### src/rtl/uart_host_seq.sv
// uart_host_seq: bus master for a 16550-style UART register port.
//
// After reset it programs the UART (LC=0x83, DL1=CLK_DIV, DL2=0x00, LC=0x03,
// FC={FIFO_TRIG,6'b000110}, IE=0x00). It then polls LS and uses the result
// to pace TR writes from the TX byte stream and RB reads into the RX holding
// register, arbitrating round-robin when both sides could move.
//
// Ports:
//   clk, rst_n          clock, asynchronous active-low reset
//   reg_req/we/addr/wdata  register access request (held until reg_ack)
//   reg_rdata, reg_ack  read data and one-cycle acknowledge from the UART
//   tx_valid/tx_data    byte to transmit; tx_ready pulses when TR is written
//   rx_valid/rx_data    received byte holding register; rx_ready consumes it
//   init_done           init sequence complete
//   line_err, bus_err   sticky error flags, cleared by err_clr
//
// Handshakes: a bus access starts when reg_req rises with addr/we/wdata
// stable and completes in the cycle reg_ack is sampled high with reg_req=1;
// reg_req is 0 in the following cycle. tx_data is taken when tx_ready=1;
// rx_data is taken when rx_valid & rx_ready.
module uart_host_seq #(
  parameter logic [7:0] CLK_DIV     = 8'd3,
  parameter logic [1:0] FIFO_TRIG   = 2'b00,
  parameter int         POLL_GAP    = 8,
  parameter int         ACK_TIMEOUT = 64
) (
  input  logic       clk,
  input  logic       rst_n,
  output logic       reg_req,
  output logic       reg_we,
  output logic [2:0] reg_addr,
  output logic [7:0] reg_wdata,
  input  logic [7:0] reg_rdata,
  input  logic       reg_ack,
  input  logic       tx_valid,
  input  logic [7:0] tx_data,
  output logic       tx_ready,
  output logic       rx_valid,
  output logic [7:0] rx_data,
  input  logic       rx_ready,
  output logic       init_done,
  output logic       line_err,
  output logic       bus_err,
  input  logic       err_clr
);

  typedef enum logic [3:0] {
    INIT_LC1, INIT_DL1, INIT_DL2, INIT_LC2, INIT_FC, INIT_IE,
    IDLE, LS_RD, TX_WR, RB_RD, GAP
  } state_t;

  localparam logic [7:0] TMO_LAST = 8'(ACK_TIMEOUT - 1);
  localparam logic [7:0] GAP_LAST = 8'(POLL_GAP - 1);
  localparam logic       RR_TX    = 1'b0;
  localparam logic       RR_RX    = 1'b1;

  state_t     state_q, state_d;
  logic       req_q, req_d;
  logic [7:0] cnt_q, cnt_d;     // ack timeout in access states, gap length in GAP
  logic       rr_q, rr_d;
  logic [7:0] tx_byte_q, tx_byte_d;
  logic       rx_valid_d;
  logic [7:0] rx_data_d;
  logic       init_done_d;
  logic       line_err_set, bus_err_set;

  logic       we_c;
  logic [2:0] addr_c;
  logic [7:0] wdata_c;
  logic       tx_cand, rx_cand;

  // Candidates are only meaningful in the LS_RD ack cycle, when reg_rdata is LS.
  assign tx_cand = tx_valid & reg_rdata[5];
  assign rx_cand = reg_rdata[0] & ~rx_valid;

  // Access attributes per state; gated by req_q so the port is all-zero when idle.
  always_comb begin
    we_c    = 1'b1;
    addr_c  = 3'd0;
    wdata_c = 8'h00;
    case (state_q)
      INIT_LC1: begin addr_c = 3'd3; wdata_c = 8'h83; end
      INIT_DL1: begin addr_c = 3'd0; wdata_c = CLK_DIV; end
      INIT_DL2: begin addr_c = 3'd1; wdata_c = 8'h00; end
      INIT_LC2: begin addr_c = 3'd3; wdata_c = 8'h03; end
      INIT_FC:  begin addr_c = 3'd2; wdata_c = {FIFO_TRIG, 6'b000110}; end
      INIT_IE:  begin addr_c = 3'd1; wdata_c = 8'h00; end
      LS_RD:    begin addr_c = 3'd5; we_c = 1'b0; end
      TX_WR:    begin addr_c = 3'd0; wdata_c = tx_byte_q; end
      RB_RD:    begin addr_c = 3'd0; we_c = 1'b0; end
      default:  we_c = 1'b0;
    endcase
  end

  assign reg_req   = req_q;
  assign reg_we    = req_q & we_c;
  assign reg_addr  = req_q ? addr_c : 3'd0;
  assign reg_wdata = (req_q & we_c) ? wdata_c : 8'h00;

  always_comb begin
    state_d      = state_q;
    req_d        = req_q;
    cnt_d        = cnt_q;
    rr_d         = rr_q;
    tx_byte_d    = tx_byte_q;
    rx_valid_d   = rx_valid;
    rx_data_d    = rx_data;
    init_done_d  = init_done;
    line_err_set = 1'b0;
    bus_err_set  = 1'b0;
    tx_ready     = 1'b0;

    if (rx_valid && rx_ready) rx_valid_d = 1'b0;

    case (state_q)
      IDLE: begin
        // With no TX work and a full RX register there is nothing a poll could do.
        if (tx_valid || !rx_valid) state_d = LS_RD;
      end
      GAP: begin
        if (cnt_q == GAP_LAST) state_d = IDLE;
        else                   cnt_d = cnt_q + 8'd1;
      end
      default: begin
        if (!req_q) begin
          req_d = 1'b1;
          cnt_d = 8'd0;
        end else if (reg_ack) begin
          req_d = 1'b0;
          case (state_q)
            INIT_LC1: state_d = INIT_DL1;
            INIT_DL1: state_d = INIT_DL2;
            INIT_DL2: state_d = INIT_LC2;
            INIT_LC2: state_d = INIT_FC;
            INIT_FC:  state_d = INIT_IE;
            INIT_IE: begin
              state_d     = IDLE;
              init_done_d = 1'b1;
            end
            LS_RD: begin
              line_err_set = reg_rdata[7];
              if (tx_cand && (!rx_cand || rr_q == RR_TX)) begin
                state_d   = TX_WR;
                tx_byte_d = tx_data;
                rr_d      = RR_RX;
              end else if (rx_cand) begin
                state_d = RB_RD;
                rr_d    = RR_TX;
              end else begin
                state_d = GAP;
                cnt_d   = 8'd0;
              end
            end
            TX_WR: begin
              tx_ready = 1'b1;
              state_d  = IDLE;
            end
            RB_RD: begin
              rx_data_d  = reg_rdata;
              rx_valid_d = 1'b1;
              state_d    = IDLE;
            end
            default: state_d = IDLE;
          endcase
        end else if (cnt_q == TMO_LAST) begin
          req_d       = 1'b0;
          bus_err_set = 1'b1;
          cnt_d       = 8'd0;
          state_d     = init_done ? GAP : INIT_LC1;
        end else begin
          cnt_d = cnt_q + 8'd1;
        end
      end
    endcase
  end

  always_ff @(posedge clk or negedge rst_n) begin
    if (!rst_n) begin
      state_q   <= INIT_LC1;
      req_q     <= 1'b0;
      cnt_q     <= 8'd0;
      rr_q      <= RR_TX;
      tx_byte_q <= 8'h00;
      rx_valid  <= 1'b0;
      rx_data   <= 8'h00;
      init_done <= 1'b0;
      line_err  <= 1'b0;
      bus_err   <= 1'b0;
    end else begin
      state_q   <= state_d;
      req_q     <= req_d;
      cnt_q     <= cnt_d;
      rr_q      <= rr_d;
      tx_byte_q <= tx_byte_d;
      rx_valid  <= rx_valid_d;
      rx_data   <= rx_data_d;
      init_done <= init_done_d;
      // A new error in the same cycle as err_clr stays set.
      line_err  <= line_err_set | (line_err & ~err_clr);
      bus_err   <= bus_err_set | (bus_err & ~err_clr);
    end
  end

endmodule

### config.mk
export PLATFORM = sky130hd
export DESIGN_NAME = uart_host_seq
export DESIGN_NICKNAME = d
export VERILOG_FILES = /design/src/rtl/uart_host_seq.sv
export SDC_FILE = /design/constraint.sdc
export NUM_CORES = 1
export LEC_CHECK = 0
export ABC_CLOCK_PERIOD_IN_PS = 4530
export CAP_MARGIN = 0
export CORE_MARGIN = 3
export CORE_UTILIZATION = 53
export CTS_BUF_LIST = sky130_fd_sc_hd__clkbuf_8 sky130_fd_sc_hd__clkbuf_16
export DETAILED_ROUTE_END_ITERATION = 8
export PLACE_DENSITY = 0.85
export RECOVER_POWER = 100
export SLEW_MARGIN = 20
export SYNTH_ARGS = -nofsm -noshare
export SYNTH_HDL_FRONTEND = slang
export SYNTH_SLANG_ARGS = --single-unit
export TNS_END_PERCENT = 100
### constraint.sdc
create_clock -name clk -period 4.53 [get_ports clk]
set_clock_uncertainty 0.05 [all_clocks]
set_input_delay 0.906 -clock clk [delete_from_list [all_inputs] [get_ports clk]]
set_output_delay 0.906 -clock clk [all_outputs]
set_load 0.01 [all_outputs]
==> impl_metrics.env <==
export IMPL_fin_setup_tns_ps=0
export IMPL_maxCapViolations=1
export IMPL_synth_area_sq_um=1922
export IMPL_initial_utilization_pct=56.26
export IMPL_rsz0062_at_grt="no"
export IMPL_power_leakage_uw=0.001112
export IMPL_routed_via_count=1655
export IMPL_grt_max_degree=35
export IMPL_antenna_found_initial=0
export IMPL_yosysWarnings=0
export IMPL_worstPathMaxFanout=7
export IMPL_synth_seq_cells=34
export IMPL_ant_nets=0
export IMPL_cts_clk_slew_worst_paths_ps=70
export IMPL_port_buffers=47
export IMPL_routed_via_density=5.747
export IMPL_avgRoutedWirePerCell_um=15.59
export IMPL_period_share_pct=77.95
export IMPL_n_antenna_cell=0
export IMPL_cts_made_buffers=5
export IMPL_chipWidth_um=66.22
export IMPL_post_cts_setup_buffers=0
export IMPL_finish_utilization_pct=72.42
export IMPL_holdBufCountCts=0
export IMPL_syn_nets=216
export IMPL_worstMarginPinSlew_ps=1820
export IMPL_yosys_area_top_type="dfrtp_1"
export IMPL_num_rows=21
export IMPL_ys_async_sr_fraction_pct=100.0
export IMPL_overflow=0
export IMPL_ys_seq_area_share_pct=44.27
export IMPL_synth_enable_flop_cells=0
export IMPL_yosysMostFrequentCell="dfrtp_1"
export IMPL_synthTopCellsByArea="dfrtp_1 44%, mux2_2 10%, o21ai_0 4.2%"
export IMPL_htree_levels=2
export IMPL_worstPathArrival_ps=2580
export IMPL_hold_viol=0
export IMPL_synth_top_area_share_pct=44.27
export IMPL_io_pins=48
export IMPL_cts_tree="built"
export IMPL_wl_um=4489
export IMPL_dpl_hpwl_um=3204
export IMPL_nets=265
export IMPL_drc=0
export IMPL_cts_repair_resized=0
export IMPL_core_area_sq_um=3416
export IMPL_start_kind="primary input"
export IMPL_clkSinkCount=34
export IMPL_grt_usage_pct=23.11
export IMPL_worstPathRequired_ps=3570
export IMPL_cp_end_kind="output pin"
export IMPL_syn_avg_cell_area_sq_um=9.958
export IMPL_violations="capacitance limit, slew limit"
export IMPL_p_per_area_nw_per_um2=527.5
export IMPL_synthDistinctLibCells=42
export IMPL_maxSlewHeadroom_pct=-21.35
export IMPL_irDropWorstVdd_uv=261.3
export IMPL_gp_congestion=0.8969
export IMPL_status="finished with violations"
export IMPL_clockBufferDepth=2
export IMPL_finalSetupViolCount=0
export IMPL_clock_latency_ps=290
export IMPL_regToRegSetupSlack_ps=1960
export IMPL_netlist_instances=193
export IMPL_critical_path_class="primary input to output pin"
export IMPL_grt_pass1_vias=1629
export IMPL_hold_ws_ps=450.6
export IMPL_drive_gt1_share_pct=13.22
export IMPL_drt_iter0_markers=125
export IMPL_dieArea_sq_um=4384
export IMPL_hold_path_class="register to register"
export IMPL_area_delta_synth_final_pct=28.71
export IMPL_synth_main_ff_cell="dfrtp_1"
export IMPL_grt_pass1_wl_um=7693
export IMPL_die_h_um=66.22
export IMPL_fmax_mhz=283.2
export IMPL_synth_common_cells="34 x dfrtp_1, 17 x mux2_2, 17 x nor2_1"
export IMPL_dr_pass1_iters=4
export IMPL_drv_slew=35
export IMPL_period_minus_slack_ps=3531
export IMPL_cts_root_buf="clkbuf_8"
metal layers:
metal  vias to the layer above  global-route usage, %  routed length [um]
met4                         0                  8.883                  89
met5                         -                      0                   0
li1                        796                      -                   -
met1                       803                  30.29                2026
met2                        49                  36.18                2145
met3                         7                  6.293                 227
power breakdown:
part	switching (uW)	internal, uW
Combinational	281	304
Clock	109	103
Sequential	124	384
Total	514	791
flip-flops by register name, indices dropped and copies added, names as in the netlist:
name       count
state_q        4
rx_valid       1
reg_req        1
line_err       1
init_done      1
bus_err        1
cnt_q          8
rx_data        8
tx_byte_q      8
rr_q           1
layout by cell type, fill, tap and decap left out, types with 5 or more instances in the layout:
| cell | count |
|---|---|
| a21oi_1 | 11 |
| and2_1 | 6 |
| and3_1 | 5 |
| clkbuf_8 | 5 |
| clkdlybuf4s50_1 | 19 |
| dfrtp_1 | 34 |
| dlygate4sd3_1 | 28 |
| inv_1 | 7 |
| mux2_2 | 17 |
| nand2_1 | 13 |
| nand2b_1 | 6 |
| nand3_1 | 5 |
| nor2_1 | 17 |
| nor2b_1 | 7 |
| o21a_1 | 5 |
| o21ai_0 | 16 |
cells by family (layout without fill, tap and decap cells):
| logic type | count (synthesis) | after routing | share of synthesized area (%) |
|---|---|---|---|
| buffers and inverters | 14 | 63 | 3.125 |
| AO/OA/AOI/OAI | 55 | 55 | 20.58 |
| adder cells (fa/ha/maj) | 1 | 1 | 0.6509 |
| flip-flops | 34 | 34 | 44.27 |
| multiplexers | 17 | 17 | 9.961 |
| AND/OR/NAND/NOR | 72 | 72 | 21.42 |
critical path, cell delays in order:
cell and delay, ps:
dlygate4sd3_1 660, and2_0 230, and3_1 160, dlygate4sd3_1 620
through the flow:
| stage | instances | worst slack (ps) | instance area, sq um | power (uW) |
|---|---|---|---|---|
| finish | 288 | 998.7 | 2474 | 1305 |
| CTS | 288 | 1161 | 2510 | 1365 |
| global placement | 281 | 1175 | 2431 | 1138 |
| floorplan | 193 | 2324 | 1922 | 897.3 |
| detailed placement | 281 | 1166 | 2431 | 1147 |
| global route | 288 | 899.7 | 2474 | 1414 |
layout make-up:
type | instances | area, sq um
clock buffers | 5 | 68.82
clock inverters | 2 | 10.01
fillers | 268 | 942.2
inverters | 7 | 26.28
multi-input cells | 145 | 982.2
flip-flops and latches | 34 | 850.8
well taps | 46 | 57.56
repair buffers | 49 | 478.0
final timing paths:
path                         startpoint            to  cells after the start
max                             reg_ack      tx_ready                      4
min                        tx_byte_q[3]  tx_byte_q[3]                      1
max reg2reg                  state_q[2]  tx_byte_q[2]                      5
min reg2reg                tx_byte_q[3]  tx_byte_q[3]                      1
max in group asynchronous         rst_n      cnt_q[5]                      2
min in group asynchronous         rst_n    rx_data[0]                      2
Note: power is estimated with default switching activity, not from simulation.
